File: src/rtl/ks_word_serial_adder_pkg.sv
// Shared types and sizing helpers for the word-serial prefix adder controller.
package ks_word_serial_adder_pkg;

  typedef enum logic [1:0] {
    IDLE = 2'd0,
    RUN  = 2'd1,
    DONE = 2'd2
  } state_t;

  localparam int N_DEF      = 4;
  localparam int SLICES_DEF = 4;
  localparam int W_DEF      = N_DEF * SLICES_DEF;

  function automatic int word_w(input int n, input int slices);
    return n * slices;
  endfunction

  // Slice index needs at least one bit even when SLICES = 1.
  function automatic int idx_w(input int slices);
    return (slices > 1) ? $clog2(slices) : 1;
  endfunction

endpackage

File: src/rtl/ks_slice_add.sv
// Combinational N-bit Kogge-Stone adder; cin enters as the generate of position -1.
module ks_slice_add #(
  parameter int N = 4
) (
  input  logic [N-1:0] a_i,
  input  logic [N-1:0] b_i,
  input  logic         cin_i,
  output logic [N-1:0] sum_o,
  output logic         cout_o
);

  localparam int M = N + 1;

  logic [M-1:0] g;
  logic [M-1:0] p;

  // Index 0 is position -1 (carry-in); index j holds bit j-1. Descending j keeps
  // the in-place update reading the previous level's values.
  always_comb begin
    g = {a_i & b_i, cin_i};
    p = {a_i ^ b_i, 1'b0};
    for (int d = 1; d < M; d = d * 2) begin
      for (int j = M - 1; j >= d; j--) begin
        g[j] = g[j] | (p[j] & g[j-d]);
        p[j] = p[j] & p[j-d];
      end
    end
    sum_o  = (a_i ^ b_i) ^ g[N-1:0];
    cout_o = g[N];
  end

endmodule

File: src/rtl/ks_word_serial_adder.sv
// Word-serial wide adder: stages an operand pair, adds one N-bit slice per cycle, holds the result.
module ks_word_serial_adder
  import ks_word_serial_adder_pkg::*;
#(
  parameter  int N      = N_DEF,
  parameter  int SLICES = SLICES_DEF,
  localparam int W      = word_w(N, SLICES)
) (
  input  logic         clk,
  input  logic         rst_n,
  input  logic         in_valid,
  output logic         in_ready,
  input  logic [W-1:0] in_a,
  input  logic [W-1:0] in_b,
  input  logic         in_cin,
  output logic         out_valid,
  input  logic         out_ready,
  output logic [W-1:0] out_sum,
  output logic         out_cout,
  output logic         busy
);

  localparam int IW = idx_w(SLICES);

  state_t        state_q, state_d;
  logic [IW-1:0] idx_q, idx_d;
  logic          carry_q, carry_d;
  logic [W-1:0]  a_q, a_d;
  logic [W-1:0]  b_q, b_d;
  logic [W-1:0]  sum_q, sum_d;
  logic [W-1:0]  res_q, res_d;
  logic          rcout_q, rcout_d;
  logic          init_q;

  logic          accept;
  logic          last;
  logic [N-1:0]  s_a, s_b, s_sum;
  logic          s_cout;

  assign accept = in_valid & in_ready;
  assign last   = (idx_q == IW'(SLICES - 1));
  assign s_a    = a_q[idx_q*N +: N];
  assign s_b    = b_q[idx_q*N +: N];

  ks_slice_add #(.N(N)) u_slice (
    .a_i    (s_a),
    .b_i    (s_b),
    .cin_i  (carry_q),
    .sum_o  (s_sum),
    .cout_o (s_cout)
  );

  always_ff @(posedge clk or negedge rst_n) begin
    if (!rst_n) state_q <= IDLE;
    else        state_q <= state_d;
  end

  always_comb begin
    state_d = state_q;
    case (state_q)
      IDLE:    if (accept) state_d = RUN;
      RUN:     if (last) state_d = DONE;
      DONE:    if (out_ready) state_d = in_valid ? RUN : IDLE;
      default: state_d = IDLE;
    endcase
  end

  // In DONE, in_ready follows out_ready so a fresh pair can replace the draining result.
  always_comb begin
    in_ready  = 1'b0;
    out_valid = 1'b0;
    busy      = 1'b0;
    case (state_q)
      IDLE: in_ready = init_q;
      RUN:  busy = 1'b1;
      DONE: begin
        out_valid = 1'b1;
        in_ready  = out_ready;
      end
      default: ;
    endcase
  end

  always_comb begin
    idx_d   = idx_q;
    carry_d = carry_q;
    a_d     = a_q;
    b_d     = b_q;
    sum_d   = sum_q;
    res_d   = res_q;
    rcout_d = rcout_q;
    if (accept) begin
      a_d     = in_a;
      b_d     = in_b;
      carry_d = in_cin;
      idx_d   = '0;
    end else if (state_q == RUN) begin
      sum_d[idx_q*N +: N] = s_sum;
      carry_d             = s_cout;
      if (last) begin
        res_d   = sum_d;
        rcout_d = s_cout;
      end else begin
        idx_d = idx_q + 1'b1;
      end
    end
  end

  // Result lives in its own register so it moves only on entry to DONE.
  always_ff @(posedge clk or negedge rst_n) begin
    if (!rst_n) begin
      idx_q   <= '0;
      carry_q <= 1'b0;
      a_q     <= '0;
      b_q     <= '0;
      sum_q   <= '0;
      res_q   <= '0;
      rcout_q <= 1'b0;
      init_q  <= 1'b0;
    end else begin
      idx_q   <= idx_d;
      carry_q <= carry_d;
      a_q     <= a_d;
      b_q     <= b_d;
      sum_q   <= sum_d;
      res_q   <= res_d;
      rcout_q <= rcout_d;
      init_q  <= 1'b1;
    end
  end

  assign out_sum  = res_q;
  assign out_cout = rcout_q;

endmodule
File: config.mk
export PLATFORM = sky130hd
export DESIGN_NAME = ks_word_serial_adder
export DESIGN_NICKNAME = d
export VERILOG_FILES = /design/src/rtl/ks_word_serial_adder_pkg.sv /design/src/rtl/ks_slice_add.sv /design/src/rtl/ks_word_serial_adder.sv
export SDC_FILE = /design/constraint.sdc
export NUM_CORES = 1
export LEC_CHECK = 0
export BUFFER_PORTS_ARGS = -buffer_cell sky130_fd_sc_hd__clkbuf_2
export CAP_MARGIN = 25
export CORE_ASPECT_RATIO = 2
export CORE_MARGIN = 1.5
export CORE_UTILIZATION = 51
export DETAILED_ROUTE_END_ITERATION = 6
export PLACE_DENSITY_LB_ADDON = 0.3
export SLEW_MARGIN = 20
export SYNTH_ARGS = -nofsm -noshare
export SYNTH_HDL_FRONTEND = slang
export SYNTH_SLANG_ARGS = --single-unit
File: constraint.sdc
create_clock -name clk -period 2.4 [get_ports clk]
set_input_delay 0.36 -clock clk [delete_from_list [all_inputs] [get_ports clk]]
set_output_delay 0.36 -clock clk [all_outputs]
set_load 0.05 [all_outputs]
# Yosys cells after proc, flatten, opt, wreduce, memory -nomap -nowiden
# Cells that the tools add are included.
# word_totals
in_bits	37
output_inout_bits	20
regBits	71
# op_classes
reduce_logical	6
n_shift	4
n_addsub	2
mux	14
n_eq_ne	7
bitwise	25
# op_table
op	count
negator 4 -> 34 bit	1
variable shift 4 x 34 -> 16 bit (first input constant)	1
indexed part select 4 x 34 -> 16 bit	1
indexed part select 16 x 5 -> 4 bit	2
bitwise mux 16 bit	1
bitwise AND 1 bit	13
2-to-1 mux 2 bit	6
!= test 2 bit (second input constant)	4
OR 1 bit	8
XOR 4 bit	2
case mux 2 bit (3 select lines)	1
AND reduction 3 bit	2
2-to-1 mux 1 bit	5
bitwise AND 4 bit	1
equality test 2 bit (second input constant)	2
AND reduction 2 bit	2
adder 2 x 1 -> 2 bit (second input constant)	1
equality test 2 x 1 -> 1 bit (second input constant)	1
zero test 2 bit	1
case mux 1 bit (2 select lines)	1
nonzero test 2 bit	1
NOT 1 bit	1

# Logic depth before layout (Yosys ltp)
# Gate-level depths: netlist of run 1.
# logic_depth
ltp_word	9
depth_mapped	8
mapped_depth_nobuf	7

# By module
# From an unflattened synthesis of run 1, not the netlist that was laid out.
# hier_totals
cells_unflattened	261
area_unflattened_um2	3472.1
# by_module_without_submodules
mod	area_each_um2	seq_area_each_um2	cells_each	instances
ks_word_serial_adder	3320.7	1776.7	245	1
ks_slice_add	151.4	0.0	16	1

# Worst setup path before layout of run 1
# No wires, ideal clock.
# synth_path
path_type	reg-to-reg
startpoint	register idx_q[0]
endpoint	register sum_q[14]
period_less_slack_ns	2.578
setup_time_ns	0.122
path_stages_with_launch	8
t_arrival_ns	2.457
path_buffers	1
setup_slack_ns	-0.178
cell_sequence	dfrtp_1 > buf_6 > mux4_2 > ha_1 > and3_4 > or3_4 > and2_4 > a32o_1
# synth_between
elab_chain_len	9
elab_cells_between_ends	21
cone_classes	1 x add/sub; 4 x shift; 1 x mux; 15 x bitwise
# synth_rtl
item	line_no	text
start: declaration	ks_word_serial_adder.sv:26	logic [IW-1:0] idx_q, idx_d;
start signal: assignment	ks_word_serial_adder.sv:121	idx_q <= idx_d;
indexed part select 16 x 5 -> 4 bit, on equally long branches	ks_word_serial_adder.sv:42, ks_word_serial_adder.sv:43	
XOR 4 bit	ks_slice_add.sv:21, ks_slice_add.sv:28	
bitwise AND 1 bit	ks_slice_add.sv:24	g[j] = g[j] | (p[j] & g[j-d]);
OR 1 bit	ks_slice_add.sv:24	
bitwise AND 1 bit	ks_slice_add.sv:24	
OR 1 bit	ks_slice_add.sv:24	
XOR 4 bit	ks_slice_add.sv:28	sum_o = (a_i ^ b_i) ^ g[N-1:0];
indexed part select 4 x 34 -> 16 bit	ks_word_serial_adder.sv:98	sum_d[idx_q*N +: N] = s_sum;
bitwise mux 16 bit *	ks_word_serial_adder.sv:98	
end signal: assignment	ks_word_serial_adder.sv:125	sum_q <= sum_d;
end: declaration	ks_word_serial_adder.sv:30	logic [W-1:0] sum_q, sum_d;
# Every way passes the cells marked *; elsewhere a longest branch is shown, timed or not.
# A chain may end at the register's enable or synchronous reset.

# Final worst setup path of run 1
# layout_path
startpoint	register idx_q[0]
endpoint	register sum_q[10]
# Same word-level chain as after synthesis.

==> impl_metrics.tcl, run 1 <==
set metrics [dict create \
    slowest_delay_ps 540 \
    drive_above_1_share_pct 43.99 \
    grtUsageTotal_pct 24.97 \
    grt_pass1_wl_um 13050 \
    antenna_found_initial 0 \
    slew_headroom_pct 61.42 \
    wl_per_cell_um 17.87 \
    numCtsBuffers 9 \
    r2r-end "sum_q[10]" \
    rsz0062_at_grt "yes" \
    violations "setup timing" \
    status "complete, but fails checks" \
    die_area_um2 7327 \
    met1_length_um 2720 \
    path_max_fanout 8 \
    period_needed_ps 2425 \
    synth_edf_count 0 \
    cts-root-buf "clkbuf_16" \
    wl_met2_um 4428 \
    skew_ps 6.498 \
    drtIter0Drc 83 \
    final_max_slew_viol_count 0 \
    finalHoldViolCount 0 \
    die_w_um 61.28 \
    syn-cell-area_um2 3465 \
    num_io_pins 57 \
    drtAntennaViolNets 0 \
    cts_buffer_depth 2 \
    die_h_um 119.6 \
    ys_ff_latch 71 \
    tightest_slew_ps 578.7 \
    ctsHoldBuffers 0 \
    dr.pass1.iters 5 \
    cts_sinks 71 \
    grt_pass1_vias 2688 \
    synth_top_area_share_pct 51.28 \
    hp-class "input port to asynchronous set/reset pin" \
    vias_per_cell 5.628 \
    gr-total-overflow 0 \
    clk_latency_ps 330 \
    cp.arrival_ps 2640 \
    netlist_top_cells_area "dfrtp_1 51%, mux2_2 11%, mux4_2 5.2%" \
    ys_warn_count 0 \
    timing.final.crit_share_pct 101.1 \
    num_rows 42 \
    routed_wl_um 8113 \
    clkTransAtPathRegs_ps 60 \
    crit_path_end_kind "flip-flop" \
    synth_ff_type "dfrtp_1" \
    coreArea_um2 6569 \
    synthCells 281 \
    start_kind "flip-flop" \
    cp_cell_sequence "buf_12, mux4_2, ha_4, and3_4, or3_4, and2_4, a32o_1" \
    slowest_stage "mux4_2" \
    maxCapViolCount 0 \
    drc_errors 0 \
    antenna_cells 0 \
    initial_utilization_pct 52.74 \
    fill_cells 518 \
    synth_area_leader_cell "dfrtp_1" \
    ys_async_sr_fraction_pct 100.0 \
    dp_slack_ps -26.69 \
    dpl.hpwl_um 6181 \
    r2r-start "idx_q[0]" \
    cts_max_level 3 \
    routed.top_layer "met4" \
    required_ps 2610 \
    grt_max_degree 37 \
    worst-r2r-setup-slack_ps -30 \
    via_count 2555 \
    synth_nets 329 \
    syn_area_per_cell_um2 12.33 \
    port-buffer-count 56 \
    synthToLayoutAreaGrowth_pct 28.02 \
    synth_cell_types 41 \
    rr_worst_depth 7 \
    wl_met3_um 292 \
    tritoncts "done" \
    tns_ps -44.89 \
    ys_seq_area_share_pct 51.28 \
    layout_setup_ws_ps -25.42 \
    setup_viol 4 \
    crit_type "flip-flop to flip-flop" \
    timing.fmax_mhz 412.3 \
    nNetsFinal 409 \
    globalplace.congestion 0.8743 \
]
[routing by layer]
layer	global-route usage, %	vias up
li1	-	1178
met1	25.04	1242
met2	40.96	91
met3	6.034	44
met4	20.11	0
met5	0	-
[per-stage QoR]
stage	utilization (%)	cell area, um^2	hold WS, ps	instances
after floorplan	-	3490	64.41	281
after global routing	67.52	4436	63.63	454
after CTS	66.55	4372	37.07	453
after detailed placement	61.03	4009	392.1	435
final	67.52	4436	26.97	454
after global placement	61.03	4009	377.5	435
[synthesized netlist by cell type (6+ instances only)]
cell type / instances
a21oi_1: 11
a22o_1: 8
a32o_1: 8
dfrtp_1: 71
ha_1: 10
inv_1: 11
mux2_2: 33
mux4_2: 8
nand2_1: 8
nand2b_1: 11
nor2_1: 28
nor3_1: 6
[final cells by class]
cell class | instances | area, um^2 | share of cell area [%]
sequential | 71 | 1777 | 40.06
multi-input combinational | 186 | 1665 | 37.55
timing repair buffer | 82 | 516.7 | 11.65
clock buffer | 13 | 260.3 | 5.867
tap | 88 | 110.1 | 2.482
clock inverter | 3 | 65.06 | 1.467
inverter | 11 | 41.29 | 0.9309
[sequential cells by signal, summed over array words and instances, names as in the netlist]
register  cells
sum_q        16
state_q       2
out_cout      1
a_q          16
b_q          16
idx_q         2
out_sum      16
init_q        1
carry_q       1
[critical path: cells and delay by family, from the launching register on]
kind | cells | cell delay [ps]
AND/OR/NAND/NOR | 3 | 710
buffers and inverters | 1 | 150
flip-flops | 1 | 390
multiplexers | 1 | 540
AO/OA/AOI/OAI | 1 | 260
adder cells (fa/ha/maj) | 1 | 260
[cell usage in the layout, fill, tap and decap left out, types with 3 or more instances in the layout]
cell type	Yosys	layout
dfrtp_1	71	71
clkbuf_2	0	55
mux2_2	33	33
nor2_1	28	26
buf_4	1	22
a21oi_1	11	11
inv_1	11	10
nand2b_1	11	10
clkbuf_16	0	9
mux4_2	8	8
nand2_1	8	8
a32o_1	8	8
a22o_1	8	8
ha_1	10	7
o21ai_0	5	5
nand3_1	5	5
nor3_1	6	5
nand3b_1	4	4
nor2b_1	4	4
a31oi_1	4	4
nor3_2	2	3
o32ai_1	3	3
nor4_1	3	3
ha_4	0	3
buf_12	0	3
[logic make-up (layout without fill, tap and decap cells)]
logic type | after synthesis | in the layout | share of synthesized area, %
flops | 71 | 71 | 51.28
other cells | 1 | 1 | 0.1082
buf+inv | 24 | 109 | 3.684
mux | 43 | 43 | 16.50
compound gates | 47 | 47 | 10.04
xor+xnor | 3 | 3 | 0.7585
simple gates | 81 | 81 | 13.43
fa+ha+maj | 11 | 11 | 4.189
[repair_timing]
action | CTS | global route
pin swaps | 4 | 7
setup endpoints to repair | 8 | 22
buffers inserted | 2 | 1
gates resized for setup | 4 | 11
[how the worst max path moves through the flow]
stage                end  cells past startpoint  slack, ps      from
3_5_place_dp   sum_q[10]                      7        -30  idx_q[0]
4_1_cts        sum_q[10]                      7        -40  idx_q[0]
5_1_grt         sum_q[6]                      7        -80  idx_q[0]
2_1_floorplan  sum_q[14]                      7       -110  idx_q[0]
3_3_place_gp   sum_q[14]                      7         20  idx_q[0]
6_report       sum_q[10]                      7        -30  idx_q[0]
Power of run 1 is left out: the tool's default activity adds up to more than one toggle a clock period on the data nets, which glitch-free logic cannot reach.
==> run 2: changes to the inputs <==
--- a/config.mk
+++ b/config.mk
@@ -12,6 +12,7 @@
 export CORE_UTILIZATION = 51
 export DETAILED_ROUTE_END_ITERATION = 6
 export PLACE_DENSITY_LB_ADDON = 0.3
+export SETUP_SLACK_MARGIN = 0.4
 export SLEW_MARGIN = 20
 export SYNTH_ARGS = -nofsm -noshare
 export SYNTH_HDL_FRONTEND = slang
==> run 2 against run 1 <==
The run still ends with setup timing left. Utilization up 4.2 points. Design area rose by 6.2%. Clock-buffer cell count up 1. Worst setup slack got worse by 0.72 ps. Routed wire length increased by 8.0%. Non-clock buffer count is 13 higher. Die area unchanged. Final cell count grew 2.6%. Critical endpoint is now sum_q[2]. Largest cell class is now multi-input gates.
==> impl_metrics.tcl, run 2 (synthesized netlist as in run 1, its figures left out) <==
set metrics [dict create \
    start_kind "flip-flop" \
    grt_max_degree 37 \
    coreArea_um2 6569 \
    crit_path_end_kind "flip-flop" \
    tritoncts "done" \
    path_max_fanout 6 \
    numCtsBuffers 9 \
    multi_input_area_um2 1858 \
    dpl.hpwl_um 5928 \
    cts_max_level 3 \
    grtUsageTotal_pct 26.26 \
    drc_errors 0 \
    required_ps 2620 \
    cp.arrival_ps 2650 \
    clkTransAtPathRegs_ps 50 \
    clk_latency_ps 340 \
    die_area_um2 7327 \
    num_io_pins 57 \
    cts-root-buf "clkbuf_16" \
    die_w_um 61.28 \
    tightest_slew_ps 652.0 \
    wl_per_cell_um 18.80 \
    nNetsFinal 422 \
    r2r-end "sum_q[2]" \
    period_needed_ps 2426 \
    dr.pass1.iters 4 \
    cts_sinks 71 \
    slew_headroom_pct 56.53 \
    finalHoldViolCount 0 \
    hp-class "input port to asynchronous set/reset pin" \
    via_count 2604 \
    status "complete, but fails checks" \
    globalplace.congestion 0.8541 \
    gr-total-overflow 0 \
    rr_worst_depth 7 \
    utilization_pct 71.70 \
    drtIter0Drc 106 \
    worst-r2r-setup-slack_ps -30 \
    antenna_cells 0 \
    timing.fmax_mhz 412.2 \
    ctsHoldBuffers 0 \
    violations "setup timing" \
    cts_buffer_depth 2 \
    synthToLayoutAreaGrowth_pct 35.93 \
    crit_type "flip-flop to flip-flop" \
    skew_ps 5.221 \
    routed_wl_um 8760 \
    num_rows 42 \
    final_max_slew_viol_count 0 \
    grt_pass1_wl_um 13680 \
    vias_per_cell 5.588 \
    die_h_um 119.6 \
    mostFrequentLayoutCell "dfrtp_1" \
    port-buffer-count 56 \
    rsz0062_at_grt "yes" \
    layout_common_cells "71 x dfrtp_1, 55 x clkbuf_2, 32 x mux2_2, 26 x buf_4, 24 x nor2_1" \
    timing.final.crit_share_pct 101.1 \
    grt_pass1_vias 2842 \
    fill_cells 457 \
    r2r-start "idx_q[0]" \
    initial_utilization_pct 52.74 \
    setup_viol 4 \
    drive_above_1_share_pct 51.59 \
    maxCapViolCount 0 \
    ff_latch_area_um2 1777 \
    antenna_found_initial 0 \
    layout_setup_ws_ps -26.14 \
    drtAntennaViolNets 0 \
]
run 2: routing by layer:
layer | global-route usage [%] | share of wire [%]
met1 | 25.83 | 33
met2 | 44.22 | 55
met3 | 7.651 | 4.1
met4 | 18.07 | 7.6
met5 | 0 | 0
run 2: final cells by class:
| cell class | instances | area share (%) |
|---|---|---|
| multi-input cells | 186 | 39.45 |
| flip-flops and latches | 71 | 37.73 |
| repair buffers | 95 | 13.95 |
| clock buffers | 14 | 5.393 |
| well taps | 88 | 2.338 |
| inverters | 11 | 1.036 |
| clock inverters | 1 | 0.1063 |
run 2: worst max path at each step:
stage	slack, ps	end	startpoint	cells past startpoint
2_1_floorplan	-110	sum_q[14]	idx_q[0]	7
6_report	-30	sum_q[2]	idx_q[0]	7
3_3_place_gp	20	sum_q[14]	idx_q[0]	7
3_5_place_dp	-10	sum_q[14]	idx_q[0]	7
4_1_cts	-30	sum_q[14]	idx_q[0]	7
5_1_grt	-70	sum_q[2]	idx_q[0]	7
run 2: per-stage QoR:
stage / std cells / TNS [ps] / hold slack [ps] / setup slack (ps) / instance area, um^2
final: 466 / -86.91 / 45.81 / -26.14 / 4710
after detailed placement: 430 / -21.03 / 422.8 / -12.96 / 3989
after global routing: 466 / -244.0 / 96.34 / -66.58 / 4710
after CTS: 460 / -93.51 / 66.46 / -30.77 / 4576
after floorplan: 281 / -391.4 / 64.41 / -106.3 / 3531
after global placement: 430 / 0 / 406.7 / 24.98 / 3989
run 2: critical path, stage by stage, from the launching register on:
cell and delay (ps):
dfrtp_1 400, buf_12 140, mux4_2 550, ha_4 260, and3_4 180, or3_4 370
and2_4 180, a32o_1 240
run 2: timing repair:
item | in CTS | in global routing
pin swaps | 6 | 17
gates resized for setup | 37 | 17
setup buffers | 15 | 6
setup endpoints to repair | 35 | 34
Power of run 2 is left out for the same reason.
